<file path="src/rtl/led_pkg.sv">
// Shared definitions for the LED frame scheduler.
// Holds the FSM state encoding, the default chain geometry and a small helper
// that sizes counters so a divide-by-one configuration still gets a 1-bit
// counter instead of a zero-width vector.
package led_pkg;

    typedef logic [1:0] led_state_t;

    localparam led_state_t ST_IDLE  = 2'd0;
    localparam led_state_t ST_LOAD  = 2'd1;
    localparam led_state_t ST_SHIFT = 2'd2;
    localparam led_state_t ST_LATCH = 2'd3;

    localparam int LED_WIDTH       = 16;
    localparam int LED_DIV_DEFAULT = 4;

    // Width of a counter that must hold the values 0..n-1 (minimum 1 bit).
    function automatic int cnt_width(input int n);
        return (n > 1) ? $clog2(n) : 1;
    endfunction

endpackage

</file>
<file path="src/rtl/led_rr_arb2.sv">
// Two-input round-robin arbiter.
// Grants whichever request is high; on a tie it grants the input that did not
// win last time. The "last winner" pointer only moves when the consumer
// signals that it actually took a grant.
// Ports:
//   clk, rst_n       system clock, asynchronous active-low reset
//   req0, req1       request inputs
//   accept           strobe: the consumer took the grant identified by accept_id
//   accept_id        which input was taken
//   grant_valid      at least one request is pending
//   grant_sel        input that would be granted this cycle
module led_rr_arb2 (
    input  logic clk,
    input  logic rst_n,
    input  logic req0,
    input  logic req1,
    input  logic accept,
    input  logic accept_id,
    output logic grant_valid,
    output logic grant_sel
);

    logic last_id;

    // Resetting the pointer to 1 makes input 0 win the first tie.
    always_ff @(posedge clk or negedge rst_n) begin
        if (!rst_n) begin
            last_id <= 1'b1;
        end else if (accept) begin
            last_id <= accept_id;
        end
    end

    always_comb begin
        grant_valid = req0 | req1;
        if (req0 && req1) begin
            grant_sel = ~last_id;
        end else begin
            grant_sel = req1;
        end
    end

endmodule

</file>
<file path="src/rtl/led_frame_sched.sv">
// Frame sequencer and arbiter for a 74HC164-style serial LED chain.
// Two requesters hand over frames with a req/ack handshake; the winner's frame
// is captured, optionally inverted, shifted out MSB-first with a divided serial
// clock while the chain is blanked, then latched and shown.
// Ports:
//   clk, rst_n           system clock, asynchronous active-low reset
//   req0/data0/ack0      requester 0 handshake and frame
//   req1/data1/ack1      requester 1 handshake and frame
//   busy                 a frame is in flight (LOAD through LATCH)
//   done                 one-cycle pulse on the last LATCH cycle
//   grant_id             source of the current/last frame
//   led_clk, led_do      serial clock and data to the chain
//   led_pen              chain output enable (1 = shown)
//   led_clr              chain clear, active-low
module led_frame_sched
    import led_pkg::*;
#(
    parameter int WIDTH  = LED_WIDTH,
    parameter int DIV    = LED_DIV_DEFAULT,
    parameter int INVERT = 1
) (
    input  logic             clk,
    input  logic             rst_n,
    input  logic             req0,
    input  logic [WIDTH-1:0] data0,
    output logic             ack0,
    input  logic             req1,
    input  logic [WIDTH-1:0] data1,
    output logic             ack1,
    output logic             busy,
    output logic             done,
    output logic             grant_id,
    output logic             led_clk,
    output logic             led_do,
    output logic             led_pen,
    output logic             led_clr
);

    localparam int DW = cnt_width(DIV);
    localparam int BW = $clog2(WIDTH + 1);
    localparam logic [DW-1:0] DIV_LAST = DW'(DIV - 1);
    localparam logic [BW-1:0] BIT_LAST = BW'(WIDTH - 1);

    led_state_t       state;
    logic [WIDTH-1:0] shreg;
    logic [DW-1:0]    div_cnt;
    logic [BW-1:0]    bit_cnt;
    logic             phase;
    logic             pen_q;
    logic             clr_q;
    logic             gid_q;

    logic             arb_valid;
    logic             arb_sel;
    logic [WIDTH-1:0] frame_data;
    logic [WIDTH-1:0] load_data;
    logic             div_end;

    led_rr_arb2 u_arb (
        .clk         (clk),
        .rst_n       (rst_n),
        .req0        (req0),
        .req1        (req1),
        .accept      (state == ST_LOAD),
        .accept_id   (gid_q),
        .grant_valid (arb_valid),
        .grant_sel   (arb_sel)
    );

    always_comb begin
        frame_data = gid_q ? data1 : data0;
        load_data  = (INVERT != 0) ? ~frame_data : frame_data;
        div_end    = (div_cnt == DIV_LAST);
    end

    // Main sequencer. The grant is registered on the way into LOAD so that the
    // ack and grant_id are visible during LOAD, while the frame data itself is
    // sampled only at the end of LOAD. Within SHIFT, phase=0 is the low half
    // and phase=1 the high half of the serial clock; the shift register only
    // moves at the end of a high half so led_do changes while led_clk is low.
    always_ff @(posedge clk or negedge rst_n) begin
        if (!rst_n) begin
            state   <= ST_IDLE;
            shreg   <= '0;
            div_cnt <= '0;
            bit_cnt <= '0;
            phase   <= 1'b0;
            pen_q   <= 1'b0;
            clr_q   <= 1'b0;
            gid_q   <= 1'b0;
        end else begin
            clr_q <= 1'b1;
            case (state)
                ST_IDLE: begin
                    if (arb_valid) begin
                        state <= ST_LOAD;
                        gid_q <= arb_sel;
                        pen_q <= 1'b0;
                    end
                end
                ST_LOAD: begin
                    shreg   <= load_data;
                    div_cnt <= '0;
                    bit_cnt <= '0;
                    phase   <= 1'b0;
                    state   <= ST_SHIFT;
                end
                ST_SHIFT: begin
                    if (div_end) begin
                        div_cnt <= '0;
                        if (!phase) begin
                            phase <= 1'b1;
                        end else begin
                            phase   <= 1'b0;
                            shreg   <= shreg << 1;
                            bit_cnt <= bit_cnt + 1'b1;
                            if (bit_cnt == BIT_LAST) begin
                                state <= ST_LATCH;
                                pen_q <= 1'b1;
                            end
                        end
                    end else begin
                        div_cnt <= div_cnt + 1'b1;
                    end
                end
                ST_LATCH: begin
                    if (div_end) begin
                        div_cnt <= '0;
                        state   <= ST_IDLE;
                    end else begin
                        div_cnt <= div_cnt + 1'b1;
                    end
                end
                default: begin
                    state <= ST_IDLE;
                end
            endcase
        end
    end

    // Outputs decoded from registered state only, so reset clears them at once.
    always_comb begin
        ack0     = (state == ST_LOAD) && !gid_q;
        ack1     = (state == ST_LOAD) && gid_q;
        busy     = (state != ST_IDLE);
        done     = (state == ST_LATCH) && div_end;
        grant_id = gid_q;
        led_clk  = (state == ST_SHIFT) && phase;
        led_do   = (state == ST_SHIFT) && shreg[WIDTH-1];
        led_pen  = pen_q;
        led_clr  = clr_q;
    end

endmodule
</file>
<file path="config.mk">
export PLATFORM = sky130hd
export DESIGN_NAME = led_frame_sched
export DESIGN_NICKNAME = d
export VERILOG_FILES = /design/src/rtl/led_pkg.sv /design/src/rtl/led_rr_arb2.sv /design/src/rtl/led_frame_sched.sv
export SDC_FILE = /design/constraint.sdc
export NUM_CORES = 1
export LEC_CHECK = 0
export CAP_MARGIN = 20
export CORE_ASPECT_RATIO = 0.8
export CORE_UTILIZATION = 50
export CTS_CLUSTER_DIAMETER = 50
export CTS_CLUSTER_SIZE = 8
export DETAILED_ROUTE_END_ITERATION = 8
export DONT_BUFFER_PORTS = 1
export HOLD_SLACK_MARGIN = 0.02
export PLACE_DENSITY_LB_ADDON = 0.08
export SYNTH_ARGS = -nofsm -noshare
export SYNTH_HDL_FRONTEND = slang
export SYNTH_SLANG_ARGS = --single-unit
</file>
<file path="constraint.sdc">
create_clock -name clk -period 2.1 [get_ports clk]
set_input_delay 0.42 -clock clk [delete_from_list [all_inputs] [get_ports clk]]
set_output_delay 0.42 -clock clk [all_outputs]
set_load 0.1 [all_outputs]
</file>
==> summary by stage, run 1 <==
Cells and area
In the final layout, the multi-input gates occupy ~740 um^2. In the final layout, the share of cells above drive strength 1 is around 20%. Compared with the post-synthesis result, the final layout area differs by 16.9%.

Cells fill roughly three fifths of the core in the end. Counting the fill cells in the layout gives 250. The final instance count without filler cells is about 210.

The net count of the finished layout is 216. The total area of sequential cells is 753 um^2. The cell area after layout is 1890 um^2. The number of antenna cells inserted is 0.

Routing
In the final routed layout, each cell accounts on average for 14.0 um. The total wirelength of the detailed-routed design is ~3 mm. The count of unresolved DRC violations after routing is 0. In this run the remaining antenna-violating nets after routing total 0.

For this block, the via count after detailed routing is around 1,200. The detailed-route vias per instance is between 5 and 6. For this run, the detailed router's first-pass iteration total came to 4. The violation count after the first detailed-routing iteration is 43.

Clock network
In this run the deepest clock path goes through 2 buffers. TritonCTS built the clock tree. The clock-pin slew of the registers on the worst-case setup and hold paths is around 0.060 ns. The H-tree was split into 2 levels. For the worst-skew pair, the clock arrives at the later sink with an insertion delay of around 0.28 ns. The number of clock buffers added by TritonCTS is 5. Post-CTS timing repair inserted 0 buffers for setup. The root buffer cell chosen for the clock tree is clkbuf_8. CTS saw 30 sinks.

Place
Once detailed placement completed, the half-perimeter wirelength came to roughly 2.2 mm. Once placement completed, the tool counted placed cells totaling around 200. In this run the cell area measured after placement is 1750 um^2. Routability-driven placement finished with a final weighted congestion of 0.715. Prior to clock tree synthesis, the placed netlist has a worst setup slack of 0.327 ns. The port buffer count is 0.

STA
The total setup violations reported at the end of the flow is 0. Summed over all failing endpoints, the final setup total negative slack is 0 ns. For the final database, setup skew stands at approximately 0.0035 ns. The post-route fraction of the period consumed by the critical path is between 90% and 100%. The achievable clock frequency is slightly above 500 MHz. The final critical-path required period is 1.98 ns. The final-report hold violation count is 0.

The number of slew-limit violations in the final report is 0. Setup slack on the critical path of the routed design comes to roughly 0.12 ns. Setup repair after global routing left no endpoint under its margin. Final hold analysis gives a worst-case slack of around 0.33 ns.

Worst setup path
The buffering stage count on the worst path with inverters included is 2. The cell family with the largest share of critical-path delay is flip-flops. At the worst endpoint, the required time is roughly 1.7 ns. The top fanout value on the critical path is 5. The category of the worst setup path capture point is an output port. For this design, the slowest cell found on the critical path is dfrtp_1. The worst setup path is of the flop to output port kind. The critical path goes through inv_1 -> ha_1 -> nor2b_4 -> buf_4. The maximum single-stage delay on the critical path is 0.42 ns. Data arrives at the worst endpoint at about 1.6 ns. The worst setup path is launched from a flop.

Floorplan
The core outline area is 3090 um^2. The I/O pin count is 45. The width of the die is 65.6 um. The area enclosed by the die boundary is between 3000 and 4000 um^2. The vertical extent of the die is around 53 um. The starting density of the core is between 50% and 60%.

The placement row count is 18.

Power and ir drop
The switching power is ~1.2 mW. Per report_power, the combinational group accounts for about half of the total. The internal portion of the total power is roughly 1.7 mW. The design draws slightly below 3 mW. For this design the ratio of total power to cell area is 1560 nW/um^2.

Across the VDD grid, the largest voltage drop is approximately 0.0010 V. The share of power burned in the clock network is 19.2%. The static leakage power is between 0.9 and 1 nW. The sequential power share is 32.1%.

The fraction of power spent switching nets is 42.1%.

Synthesis
The cell area after synthesis is approximately 1600 um^2. In this run, distinct cell masters in the synthesized netlist total 34. The mean area per synthesized cell is around 10 um^2. In the post-synthesis netlist, the biggest area contributors are dfrtp_1, mux2i_1, o22ai_1, ha_1, a21oi_1. After synthesis, the share of flip-flops with an asynchronous set or reset is between 90% and 100%. The largest total area in the synthesized netlist belongs to dfrtp_1. The most repeated cell in the gate-level netlist after synthesis is dfrtp_1. Sorting the synthesized cells by how often they occur yields dfrtp_1, inv_1, a21oi_1, mux2i_1, o22ai_1. The most used flip-flop cell after synthesis is dfrtp_1. In this run, synthesis produced a sequential element count of 30.

The number of warnings reported in the yosys synthesis log is 0. Synthesis produced a netlist with a net count of between 200 and 250. The share of the Yosys chip area taken by registers is between 40 and 50%. The number of instances in the synthesized netlist is between 150 and 200. The fraction of post-synthesis cell area in the top cell type by area is 44.8%.

The synthesized design contains 0 enable-type register cells.

Run
The tool flagged a number of max-cap violations equal to 0.

GRT
For this run, the total global-route usage over all layers was measured as between 10% and 20%. The via count of the first global-routing pass is about 1,100. The total overflow left after global routing is 0. The largest net degree at the start of global routing is 31. The initial antenna violation count is 0. The first-pass GRT wire length is between 5 and 6 mm.

Outcome
The run finished with clean final reports.

Worst hold path
The class of the tightest hold or removal check is input pin to flop.
-- final timing paths --
check,endpoint,depth (start not counted),start,slack (ns)
max in group asynchronous,u_arb.last_id,2,rst_n,1.29
hold reg to reg,bit_cnt[3],1,bit_cnt[3],0.50
hold / removal,grant_id,1,req1,0.33
setup / recovery,ack0,4,state[1],0.12
setup reg to reg,state[1],6,bit_cnt[0],0.34
min in group asynchronous,div_cnt[1],2,rst_n,0.58
-- layout by cell type, fill, tap and decap left out, types with 2 or more instances in the layout --
cell	Yosys	final
nand2_1	6	6
nor2_1	3	3
buf_12	0	4
o22ai_1	15	15
o21ai_0	7	7
clkbuf_8	0	5
mux2i_1	15	15
and2_1	4	3
clkinv_2	0	2
buf_4	2	10
ha_1	7	6
mux2_2	3	3
nor3b_1	2	2
nand3_1	6	6
dfrtp_1	29	28
a21oi_1	16	16
inv_1	20	20
-- power by group through the flow --
stage               Sequential, mW  Clock (mW)  Combinational, mW
finish                       0.946       0.564               1.44
detailed placement           0.958           0               1.42
floorplan                    0.994           0               1.10
CTS                          0.947       0.573               1.44
global placement             0.945           0               1.38
global route                 0.977       0.601               1.57
-- state kept, by name (all words and copies together) (netlist names) --
signal	flops
state	2
div_cnt	2
led_clr	1
grant_id	1
bit_cnt	5
u_arb.last_id	1
phase	1
led_pen	1
shreg	16
-- metal layers --
metal | up-vias | GRT usage, % | part of all wire [%]
met5 | - | 0 | 0
met4 | 0 | 8.70 | 1.3
met3 | 6 | 5.17 | 4.4
met2 | 26 | 28.9 | 45
met1 | 542 | 27.5 | 49
li1 | 583 | - | -
-- cells by family (layout without fill, tap and decap cells) --
kind of cell	Yosys count	after routing	synth area share, %
mux	18	18	11.4
compound gates	46	46	17.5
fa+ha+maj	7	7	5.41
buf+inv	30	43	8.50
simple gates	28	28	9.97
other cells	1	1	0.232
xor+xnor	1	1	0.541
flops	30	30	46.4
-- final cells by class --
cell class | count | share of cell area, %
sequential | 30 | 39.8
multi-input combinational | 101 | 39.1
timing repair buffer | 15 | 8.72
inverter | 20 | 3.97
clock buffer | 5 | 3.64
tap | 40 | 2.64
clock inverter | 3 | 2.11
-- what timing repair did --
action	in CTS	in global routing
hold endpoints to repair	30	0
gates resized for setup	0	1
hold buffers	2	0
endpoints found under the setup margin	0	2
-- worst reg2reg max path, stage by stage, from the launching register on --
cell	delay, ns
dfrtp_1	0.39
ha_1	0.20
and3_1	0.16
ha_1	0.13
nand3_1	0.12
a211oi_2	0.29
mux2_2	0.36
Power figures use the tool's default switching activity.
==> run 2: changes to the inputs <==
BUFFER_PORTS_ARGS = -buffer_cell sky130_fd_sc_hd__clkbuf_2   (was default)
CORE_ASPECT_RATIO = 1.1   (was 0.8)
CORE_UTILIZATION = 26   (was 50)
DONT_BUFFER_PORTS = default   (was 1)
==> summary by stage, run 2 (synthesis gave the netlist of run 1 again) <==
Outcome
The flow ran to the end, and the final reports show no timing, DRC or antenna violations.

Cells and area
The register with the most flip-flops in the layout has 16 of them. The final-stage net count is around 250. In the final layout, the registers with the most flip-flops are shreg (16), bit_cnt (5).

The proportion of layout cells with a drive suffix above 1 is about 32%. The layout-stage area growth over the synthesis result is 27.0%. The most common cell after layout, fill and taps aside is clkbuf_2. 0 antenna diodes ended up in the layout. In the layout the commonest cells are clkbuf_2, dfrtp_1, inv_1. The register containing the most flip-flops in the final layout is shreg.

Clock network
The buffer type at the clock tree root is clkbuf_8. Buffers added to address setup during post-CTS repair amount to 0. The number of levels in the clock H-tree is 2. The clock-pin slew of the registers on the worst-case setup and hold paths is roughly 0.070 ns. The clock latency of the later-clocked register in the worst-skew pair is around 0.28 ns. The clock buffer count from CTS is 5. The number of buffers inserted for hold repair after clock tree synthesis is 0. No sink is reached through more buffers than the 2 on the longest clock path.

TritonCTS built the clock tree. The tree built by TritonCTS fans out to 30 sinks.

STA
Derived from the worst setup path, the maximum achievable clock frequency is approximately 500 MHz. Setup repair after global routing left no endpoint under its margin. Dividing the final minimum period by the clock period gives between 90% and 100%. Hold is met by between 0.08 and 0.09 ns.

The aggregate negative setup slack is 0 ns. The worst clock skew on the final layout is ~0.0094 ns. The final-report hold violation count is 0. The number of slew-limit violations in the final report was 0. Measured against its own limit, the worst slew margin works out to approximately 64%.

The final critical-path required period is a little under 2 ns. The transition at the pin with the smallest max-transition slack is ~0.54 ns. Setup violations remaining at the end of the flow were counted as 0.

Routing
The detailed-route via count is 1,300. After detailed routing, the average wire length per cell comes to approximately 13 um. The met2 routed wirelength is between 1.5 and 2 mm. Summed over all nets, wire length on met3 after detailed routing comes to about 180 um.

The total wirelength of the detailed-routed design is about 3.7 mm. The violation count after the first detailed-routing iteration is 31. The post-route met1 wirelength is 1.60 mm. In the routed layout, each cell is associated on average with a via count of between 4 and 5. The first TritonRoute pass finished after 2 iterations. The highest routed metal layer is met4. In the routed design, unresolved DRC markers number 0.

In this run the remaining antenna-violating nets after routing total 0.

Place
The congestion estimate from routability-driven global placement came to 0.686. The count of buffers added on input and output ports is 44. The detailed placement HPWL is 2.68 mm.

GRT
The via count of the first global-routing pass is about 1,300. For this run, the total global-route usage over all layers was measured as about an eighth. The first global-routing pass estimated roughly 6 mm of wire. The initial antenna violation count is 0. The total global routing overflow is 0. Entering global routing, the biggest net connects 26 pins.

Worst setup path
Together, buffers and inverters on the worst path number 1. In this run the worst path has a maximum fanout of 5. The standard cell with the maximum stage delay on the critical path is clkbuf_2. The largest single stage delay on the critical path is around 0.45 ns. The critical path is of the flop to output port type. STA classifies the critical path startpoint as a flop. For the worst setup path, the data arrival time is between 1.5 and 2 ns. Traced cell by cell, the critical path runs through ha_1 -> and2_1 -> clkbuf_2. The data required time at the worst endpoint is approximately 1.7 ns. The worst setup path is captured at an output port. On the critical path the largest part of the delay comes from buffers and inverters.

Floorplan
45 I/O pins were placed. The vertical extent of the die is about 85 um. After floorplanning, the core was divided into 29 placement rows. The floorplan step defined a die boundary enclosing approximately 6500 um^2. For this configuration, the core starts out at a cell density of between 20% and 30%. The core outline area is 5880 um^2. The width of the die is roughly 77 um.

Worst hold path
The class of the tightest hold or removal check is input pin to asynchronous set/reset pin.

Power and ir drop
The power density over the cells is 1400 nW/um^2. The worst ir drop on vdd is around 0.00051 V. For this design the static power due to leakage is just over 1 nW.

Run
The number of maximum-capacitance violations is 0.
-- run 2: repair_timing --
item / in CTS / in global routing
resized for setup: 0 / 1
endpoints found under the hold margin: 0 / 0
setup endpoints to repair: 0 / 2
-- run 2: area by class of cell --
| cell class | instances | area, um^2 |
|---|---|---|
| multi-input combinational | 101 | 741 |
| inverter | 20 | 75.1 |
| sequential | 30 | 753 |
| fill | 643 | 3820 |
| tap | 77 | 96.3 |
| clock inverter | 1 | 5.00 |
| timing repair buffer | 48 | 300 |
| clock buffer | 7 | 86.3 |
-- run 2: path summary, 6_finish.rpt --
path                       startpoint    endpoint  slack [ns]  cells after the start
max in group asynchronous       rst_n    shreg[1]        1.44                      2
hold / removal                  rst_n    shreg[8]        0.08                      1
hold reg to reg            div_cnt[1]  div_cnt[1]        0.49                      2
min in group clk                 req1    grant_id        0.44                      2
setup reg to reg           bit_cnt[0]    state[1]        0.36                      6
setup / recovery           div_cnt[0]        done        0.11                      3
-- run 2: routing by layer --
metal	vias up	track usage [%]
li1	647	-
met1	613	13.1
met2	35	21.6
met3	5	3.15
met4	0	5.15
met5	-	0
-- run 2: report_power, final --
part	leakage [nW]	internal, mW	total, mW	switching [mW]
registers	0.357	0.809	0.952	0.144
logic	0.629	0.548	1.45	0.898
clock network	0.0482	0.264	0.490	0.226
total	1.03	1.62	2.89	1.27
-- run 2: worst register-to-register path, stage by stage, from the launching register on --
cell and delay [ns]:
dfrtp_1 0.38, ha_1 0.19, and3_1 0.16, ha_1 0.14, nand3_1 0.12, a211oi_2 0.28, mux2_2 0.36
-- run 2: stage by stage --
stage                     area [um^2]  power, mW  cells  worst slack [ns]  util (%)
final                            2060       2.89    284             0.113      35.0
after global routing             2060       3.08    284            0.0267      35.0
after CTS                        2050       2.93    284            0.0167      35.0
after detailed placement         1960       2.43    276             0.337      33.4
after global placement           1960       2.37    276             0.389      33.4
after floorplan                  1630       2.10    161             0.152         -
==> run 3: changes to the inputs <==
SLEW_MARGIN = 10   (was default)
clock period = 1.7 ns   (was 2.1 ns; I/O delays follow)
==> summary by stage, run 3 (synthesis gave the netlist of run 1 again) <==
STA
Across all hold checks on the routed design, the worst slack comes to roughly 0.36 ns. Timing would allow up to roughly 600 MHz. The worst clock skew on the final layout is between 0.007 and 0.008 ns. The aggregate negative setup slack is 0 ns.

The number of slew-limit violations in the final report came to 0. Setup violations remaining at the end of the flow were counted as 0. The routed design could run at a clock period as short as roughly 1.7 ns. Dividing the final minimum period by the clock period gives 98.8%. The max-slew headroom at the worst pin is between 60% and 70%. The transition at the pin with the smallest max-transition slack is between 0.5 and 0.6 ns. Setup repair after global routing could not meet its margin everywhere.

The final-report hold violation count is 0. After layout, the worst setup slack is 0.0207 ns.

GRT
The global-route total usage across every layer is 12.9%. The via count of the first global-routing pass is around 1,400. The initial antenna violation count came to 0. The largest net degree at the start of global routing is 22.

The total global routing overflow is 0. The first-pass GRT wire length is about 6.5 mm.

Worst setup path
Following the worst setup path forward leads to its endpoint at led_clk. The maximum single-stage delay on the critical path is around 0.46 ns. STA classifies the critical path endpoint as an output port. The top fanout value on the critical path is 4.

The critical setup path kind is flop to output port. Walking the worst path, the cells encountered are ha_4 -> buf_6 -> and2_4 -> buf_12. In this run the register-to-register setup slack is ~0.030 ns. The critical path starts at state[1]. The worst register-to-register path ends at state[1]. The type of element launching the critical path is a flop. The worst flop-to-flop path startpoint is bit_cnt[1].

The standard cell with the maximum stage delay on the critical path is dfrtp_2. Counting cells, the worst reg-to-reg path comes to 6. The data arrival time of the critical path is 1.34 ns. STA puts the critical path data required time at about 1.4 ns.

Clock network
TritonCTS built the clock tree. The longest clock path from root to sink contains 2 buffers. In this run, CTS created clock tree buffers numbering 5. Counting every sink on the clock net gives 30. The clock latency of the later-clocked register in the worst-skew pair is ~0.28 ns. The number of levels in the clock H-tree is 2.

After clock tree synthesis, the clock-pin slew on the worst setup and hold paths is approximately 0.07 ns. The buffer type at the clock tree root is clkbuf_8.

Routing
The detailed-route vias per instance is 4.56. The count of unresolved DRC violations after routing is 0. The remaining antenna violation count is 0. The number of detailed-route iterations in the first pass is 4. The routed wire length per instance is 12.8 um. The detailed-route via count is approximately 1,400.

The detailed router finished its first iteration with 40 violations. Summed over all layers, the routed wires come to 3.86 mm.

Floorplan
The width of the die is just under 80 um. The region available for standard cell placement spans roughly 5900 um^2. The initial utilization of the core area, before any placement, comes to 27.5%. In this run the count of I/O pins placed on the die edge is between 40 and 50. The area enclosed by the die boundary is 6550 um^2. The initialized floorplan defines 29 standard-cell rows. Measured along the y axis, the die boundary spans 84.8 um.

Place
Routability-driven placement finished with a final weighted congestion of 0.811. After detailed placement, the design holds a cell count of between 200 and 300. Prior to clock tree synthesis, the placed netlist has a worst setup slack of -0.0566 ns. Input and output buffers added on the ports amount to 44. The placed instance area is 2090 um^2.

After legalization and detailed placement, the total HPWL measured between 2 and 3 mm.

Cells and area
In the final layout, the multi-input gates occupy 847 um^2. For this run, the share of the core covered by cells in the final layout is between 40% and 50%. The flip-flop count of the largest register, all copies and words added is 16. The library cell used most frequently in the layout, excluding fill and tap cells, is clkbuf_2.

For this run, the post-layout net count is 266. The register containing the most flip-flops in the final layout is shreg. The final instance count without filler cells is roughly 300. In the final layout, the registers with the most flip-flops are shreg (16), bit_cnt (5). The cell area after layout is roughly 2400 um^2. The layout-stage area growth over the synthesis result is 47.3%. The final-layout fill cell count is 610. In the layout the commonest cells are clkbuf_2, dfrtp_1, inv_1, buf_4, a21oi_1. The total area of sequential cells is between 700 and 800 um^2.

The repair_antennas step left the layout with diodes totalling 0. The post-route netlist has around 45% of its cells at a drive strength greater than 1.

Power and ir drop
VDD sags by at most approximately 0.00075 V. Power spread over the standard cell area amounts to ~1800 nW/um^2. Overall power consumption after layout is estimated at around 4.2 mW.

The static leakage power is 1.15 nW.

Worst hold path
The path class of the tightest hold or removal check is input pin to flop.

Run
The number of maximum-capacitance violations is 0.

Outcome
The run finished with clean final reports.
[run 3: cell types whose count changed in the layout (fill, tap and decap cells not counted), sizes merged]
cell         delta
buf            +18
clkbuf          -1
dlygate4sd3     +1
clkinv          -1
[run 3: worst max-delay path, delay by kind of cell, from the launching register on]
| family | cells | cell delay (ns) |
|---|---|---|
| AND/OR/NAND/NOR | 1 | 0.13 |
| adder cells (fa/ha/maj) | 1 | 0.20 |
| flip-flops | 1 | 0.46 |
| buffers and inverters | 2 | 0.27 |
[run 3: timing repair]
item | 4_1_cts | 5_1_grt
pin swaps | 3 | 5
hold buffers | 1 | 0
gates resized for setup | 15 | 14
buffers inserted | 4 | 5
endpoints found under the hold margin | 10 | 0
endpoints found under the setup margin | 7 | 6
[run 3: worst min-delay path by stage]
stage	to	cells after the start	startpoint	slack (ns)
floorplan	bit_cnt[0]	0	rst_n	0.04
global placement	div_cnt[0]	1	rst_n	0.24
detailed placement	div_cnt[0]	1	rst_n	0.26
CTS	grant_id	2	req1	0.34
global route	grant_id	2	req1	0.35
finish	shreg[0]	3	data1[0]	0.36
[run 3: routing by layer]
metal	global-route usage (%)	up-vias	routed length, um
met1	15.3	649	1570
li1	-	680	-
met2	21.9	35	2020
met5	0	-	0
met3	3.59	8	194
met4	5.66	0	67
[run 3: cell type report]
cell class / count / area share (%)
Multi-Input combinational cell: 101 / 35.5
Sequential cell: 30 / 31.7
Tap cell: 77 / 4.04
Timing Repair Buffer: 65 / 20.8
Clock buffer: 8 / 4.62
Inverter: 20 / 3.25
[run 3: where the power goes]
group	total, mW	internal, mW	switching (mW)	leakage, nW
registers	1.29	1.01	0.280	0.356
logic	2.25	1.07	1.18	0.739
clock network	0.674	0.408	0.265	0.0575
total	4.21	2.49	1.72	1.15
